<file path="config.mk">
export PLATFORM = sky130hd
export DESIGN_NAME = flux_rr_scheduler
export DESIGN_NICKNAME = d
export VERILOG_FILES = /design/src/rtl/flux_rr_scheduler.sv
export SDC_FILE = /design/constraint.sdc
export NUM_CORES = 1
export LEC_CHECK = 0
export BUFFER_PORTS_ARGS = -buffer_cell sky130_fd_sc_hd__buf_2
export CAP_MARGIN = 20
export CELL_PAD_IN_SITES_DETAIL_PLACEMENT = 0
export CELL_PAD_IN_SITES_GLOBAL_PLACEMENT = 1
export CORE_AREA = 3 3 40 42
export DETAILED_ROUTE_END_ITERATION = 12
export DIE_AREA = 0 0 43 45
export PLACE_DENSITY = 0.73
export SYNTH_ARGS = -nofsm -noshare
export SYNTH_HDL_FRONTEND = slang
export SYNTH_SLANG_ARGS = --single-unit
</file>
<file path="constraint.sdc">
create_clock -name clk -period 3.3 [get_ports clk]
set_clock_uncertainty 0.15 [all_clocks]
set_input_delay 0.165 -clock clk [delete_from_list [all_inputs] [get_ports clk]]
set_output_delay 0.165 -clock clk [all_outputs]
set_load 0.02 [all_outputs]
</file>
<file path="src/rtl/flux_rr_scheduler.sv">
// Round-robin scheduler that time-shares one tagged combinational actor
// between FLUX dataflow fluxes, granting each up to QUANTUM tokens in turn.
module flux_rr_scheduler #(
    parameter int FLUX      = 2,
    parameter int QUANTUM   = 4,
    parameter int TAG_WIDTH = $clog2(FLUX),
    parameter int CNT_WIDTH = $clog2(QUANTUM + 1)
) (
    input  logic                 clk,
    input  logic                 rst,
    input  logic [FLUX-1:0]      empty,
    input  logic [FLUX-1:0]      full,
    input  logic [FLUX-1:0]      enable,
    output logic [TAG_WIDTH-1:0] tag,
    output logic                 tag_valid,
    output logic                 fire,
    output logic [FLUX-1:0]      read,
    output logic [FLUX-1:0]      write
);

    typedef enum logic {
        IDLE  = 1'b0,
        SERVE = 1'b1
    } state_t;

    state_t                 state, state_n;
    logic [TAG_WIDTH-1:0]   tag_n;
    logic [TAG_WIDTH-1:0]   ptr, ptr_n;
    logic [CNT_WIDTH-1:0]   count, count_n;
    logic [FLUX-1:0]        req;
    logic [FLUX-1:0]        pick_vec;
    logic [TAG_WIDTH-1:0]   pick_start;
    logic [TAG_WIDTH:0]     pick_res;
    logic                   pick_found;
    logic [TAG_WIDTH-1:0]   pick_idx;

    // Index following t, wrapping FLUX-1 back to 0.
    function automatic logic [TAG_WIDTH-1:0] next_idx(input logic [TAG_WIDTH-1:0] t);
        return (t == TAG_WIDTH'(FLUX - 1)) ? '0 : t + 1'b1;
    endfunction

    // Rotating search: first set bit of vec walking start, start+1, ... mod FLUX.
    // Result is {found, index}.
    function automatic logic [TAG_WIDTH:0] rr_pick(input logic [FLUX-1:0]      vec,
                                                   input logic [TAG_WIDTH-1:0] start);
        logic                 found;
        logic [TAG_WIDTH-1:0] idx;
        int                   j;
        found = 1'b0;
        idx   = '0;
        for (int k = 0; k < FLUX; k++) begin
            j = (int'(start) + k) % FLUX;
            if (!found && vec[j]) begin
                found = 1'b1;
                idx   = TAG_WIDTH'(j);
            end
        end
        return {found, idx};
    endfunction

    // Request flags, strobes and the arbiter pick for this cycle.
    always_comb begin
        req       = enable & ~empty & ~full;
        tag_valid = (state == SERVE);
        fire      = tag_valid & req[tag];
        read      = fire ? (FLUX'(1) << tag) : '0;
        write     = read;
        // While serving, the arbiter restarts after the current tag and skips it
        // so another waiting flux gets the next grant.
        if (state == IDLE) begin
            pick_start = ptr;
            pick_vec   = req;
        end else begin
            pick_start = next_idx(tag);
            pick_vec   = req & ~(FLUX'(1) << tag);
        end
        pick_res   = rr_pick(pick_vec, pick_start);
        pick_found = pick_res[TAG_WIDTH];
        pick_idx   = pick_res[TAG_WIDTH-1:0];
    end

    // Next-state logic: grant, count tokens, release and rotate.
    always_comb begin
        state_n = state;
        tag_n   = tag;
        count_n = count;
        ptr_n   = ptr;
        case (state)
            IDLE: begin
                if (pick_found) begin
                    state_n = SERVE;
                    tag_n   = pick_idx;
                    count_n = '0;
                end
            end
            SERVE: begin
                if (fire && (count < CNT_WIDTH'(QUANTUM - 1))) begin
                    count_n = count + 1'b1;
                end else begin
                    // Quantum spent or current flux stalled: rotate the pointer.
                    ptr_n   = next_idx(tag);
                    count_n = '0;
                    if (pick_found) begin
                        tag_n = pick_idx;
                    end else if (!req[tag]) begin
                        state_n = IDLE;
                    end
                end
            end
            default: state_n = IDLE;
        endcase
    end

    // State register with synchronous reset.
    always_ff @(posedge clk) begin
        if (rst) begin
            state <= IDLE;
            tag   <= '0;
            count <= '0;
            ptr   <= '0;
        end else begin
            state <= state_n;
            tag   <= tag_n;
            count <= count_n;
            ptr   <= ptr_n;
        end
    end

endmodule
</file>
* After elaboration in Yosys (flattened, before gate mapping)
Index checks and enable logic that the tools add are counted.
Operators by class: $add $sub $neg 3, $lt $le $gt $ge 4, equal/unequal tests 2, shift operators 1, mux-type cells 26, bitwise operators 10, reduce and logical (&&, ||, !) cells 4
Operators with widths (count):
- two-way mux 1 bit | 19
- bitwise AND 2 bit | 3
- two-way mux 3 bit | 2
- NOT 2 bit | 3
- case mux 3 bit (2 select lines) | 1
- < comparator 1 x 2 -> 1 bit (second input constant) | 2
- two-way mux 2 bit | 2
- inequality test 2 bit (second input constant) | 2
- case mux 1 bit (2 select lines) | 2
- adder 3 x 1 -> 3 bit (second input constant) | 1
- < comparator 2 x 3 -> 1 bit (second input constant) | 1
- < comparator 3 x 2 -> 1 bit (second input constant) | 1
- adder 1 bit (second input constant) | 2
- logical AND 1 bit | 2
- NOT 1 bit | 2
- AND reduction 2 bit | 1
- left shift 1 x 1 -> 2 bit (first input constant) | 1
- bitwise AND 1 bit | 1
- bitwise AND 1 bit (first input constant) | 1
- zero test 1 bit | 1
Word-level totals: flip-flop bits (word level) 6, bits of input ports 8, output and inout bits 7, logic and storage cells 54

* Depth between registers and ports, before layout
word-level depth 14, mapped depth 4, mapped depth without buffers 4

* Worst setup path before layout
OpenSTA, ideal clock, no wires.
path type reg2out, start reg state (netlist: tag_valid), end out write[0], arrival 1.605 ns, required time 2.985 ns, setup slack 1.380 ns, cell stages (with the launch flop) 4, path buffers 2, cell sequence dfxtp_1 > buf_2 > nor3b_1 > buf_4
On the way: longest elaborated chain between the ends 2
RTL lines:
- from (decl) | line 26 | state_t state, state_n;
- from (signal assigned) | line 122 | state <= state_n;
- bitwise AND 1 bit | line 65 | fire = tag_valid & req[tag];
- two-way mux 2 bit | line 66 | read = fire ? (FLUX'(1) << tag) : '0;
- to (decl) | line 18 | output logic [FLUX-1:0] write
No other way between the ends.

* Worst setup path in the final report
start reg tag, end out fire
On the way: longest elaborated chain between the ends 3
RTL lines:
- from (decl) | line 14 | output logic [TAG_WIDTH-1:0] tag,
- from (signal assigned) | line 123 | tag <= tag_n;
- two-way mux 1 bit (implied by the code) (2 in a row) | line 65
- bitwise AND 1 bit | line 65
- to (decl) | line 16 | output logic fire,
No other way between the ends. The select of a mux whose other input is x is not followed.

==> impl_metrics.yaml <==
run_status:
  outcome: "complete, no violations"
setup_path:
  required_ns: 2.98
  crit_path_end: "fire"
  rr_endpoint: "tag"
  crit_path_start: "tag"
  worst_setup_path_start_kind: "register"
  worstPathMaxFanout: 8
  cp.arrival_ns: 1.38
  path_class: "register to output pin"
  end_kind: "output pin"
  reg2reg_depth: 3
  rrSetupSlack_ns: 1.94
  r2r_start: "tag"
min_path:
  worstHoldPathType: "input port to register"
  hold_start: "rst"
floorplanning:
  ios: 15
  core_area_mm2: 0.00128
  die-area_mm2: 0.00194
  die_h_um: 45
  start_util_pct: 34.3
  die_w_um: 43
  row_count: 13
detailed_routing:
  drt-total-wl_um: 892
  via_per_inst: 5.38
  drc_errors: 0
  drt_iter0_drc: 13
  vias: 382
  wl_per_cell_um: 12.6
  antenna_left: 0
  dr.pass1.iters: 4
placed_design:
  gp_congestion: 0.708
  dp_hpwl_um: 679
  dp_cells: 68
  port_buffers: 14
sta:
  setup_viol: 0
  hold_viol_final: 0
  setup_tns_ns: 0
  relSlewSlack_pct: 68.6
  max_freq_ghz: 0.592
  worst_pin_slew_ns: 0.470
  rsz0062_at_grt: "false"
  min_period_ns: 1.69
  slew_violations: 0
  fin_crit_sh_pct: 51.2
logic_synthesis:
  ys_warn_count: 0
  synth_area_leaders: "dfxtp_1, a21oi_1, o311ai_4"
  postSynthNetCount: 52
  async_flop_share_pct: 0
  synthFlopType: "dfxtp_1"
  synthCells: 43
  syn_area_um2: 440
  synth_cell_types: 27
  ys_ff_latch: 6
  ys_seq_area_share_pct: 27.3
  syn_area_per_cell_um2: 10.2
  synth_edf_count: 0
  synth_common_cells: "a21oi_1, dfxtp_1, nand4b_1"
  yosys.area.top_type_share_pct: 27.3
  synth_top_area_cell: "dfxtp_1"
grt:
  grt_max_degree: 16
  antenna_found_initial: 0
  track_usage_pct: 10.9
  grt-ovfl-total: 0
  grt_pass1_vias: 364
  grt_first_pass_wirelength_um: 1550
clocking:
  postCtsSetupBuffers: 0
  clk_pin_slew_worst_paths_ns: 0.04
  cts_tree: "built"
  holdBufCountCts: 0
  cts_max_level: 1
  cts_made_buffers: 3
  cts_root_buf: "clkbuf_4"
  clock_latency_ns: 0.24
  cts_num_sinks: 6
  cts_resized: 0
  clockBufferDepth: 2
finish:
  finalNonFillerCells: 71
  synthToLayoutAreaGrowth_pct: 18.2
  register_area_um2: 120
  multi_input_area_um2: 285
  num_antenna_cells: 0
  layout.nets: 67
  nFillCells: 135
  drive_above_1_share_pct: 39.3
flow_run:
  maxCapViolCount: 0
power:
  p_leak_nw: 0.222
  powerDensity_mw_per_mm2: 322
  ir_drop_uv: 116
state kept, by name, summed over array words and instances, names as in the netlist:
signal     count
count          3
ptr            1
tag            1
tag_valid      1
critical path, stage by stage (launching register included):
cell and delay, ns:
dfxtp_1 0.39, nor4b_4 0.42, o21a_1 0.17, buf_2 0.15
cell type report:
cell class                 count  area share (%)
clock buffer                   3            4.33
sequential                     6            23.1
timing repair buffer          14            13.5
multi-input combinational     32            54.8
tap                           15            3.61
inverter                       1           0.721
power by group:
part / switching, W / internal (W) / total, W
clock: 0.0000225 / 0.0000409 / 0.0000633
combinational: 0.0000126 / 0.0000115 / 0.0000241
sequential: 0.00000537 / 0.0000750 / 0.0000804
total: 0.0000404 / 0.000127 / 0.000168
through the flow:
stage / utilization [%] / total power [W] / hold slack [ns] / worst slack, ns / instance area (um^2)
after detailed placement: 38.8 / 0.000106 / 0.281 / 1.70 / 498
after global placement: 38.8 / 0.000106 / 0.288 / 1.71 / 498
final: 40.5 / 0.000168 / 0.0486 / 1.61 / 520
after CTS: 40.5 / 0.000172 / 0.0246 / 1.59 / 520
after global routing: 40.5 / 0.000181 / 0.0417 / 1.47 / 520
after floorplan: - / 0.0000964 / 0.0841 / 1.38 / 440
worst min path at each step:
stage	endpoint	cells past startpoint
after floorplan	count[0]	1
after global placement	count[0]	2
after detailed placement	tag_valid	2
after CTS	tag_valid	2
after global routing	count[0]	2
final	tag_valid	2
logic make-up after synthesis:
family          count (synthesis)  synth area share (%)
simple gates                   15                  33.2
buf+inv                         5                  7.95
compound gates                 15                  26.4
fa+ha+maj                       1                  2.84
flops                           6                  27.3
mux                             1                  2.27
placed cells by master, fill, tap and decap left out, drive strengths merged, types with 2 or more instances in the layout:
cell type / count
dfxtp: 6
o211ai: 2
nor4b: 2
a21oi: 6
buf: 14
nor3b: 3
clkbuf: 3
or3b: 2
nand4b: 3
and2: 2
per-layer routing:
metal / GRT usage [%] / vias up / share of wire (%)
li1: - / 198 / -
met1: 14.0 / 171 / 46
met2: 15.6 / 13 / 48
met3: 2.39 / 0 / 6.7
met4: 9.04 / 0 / 0
met5: 0 / - / 0
(Power assumes the default switching activity.)
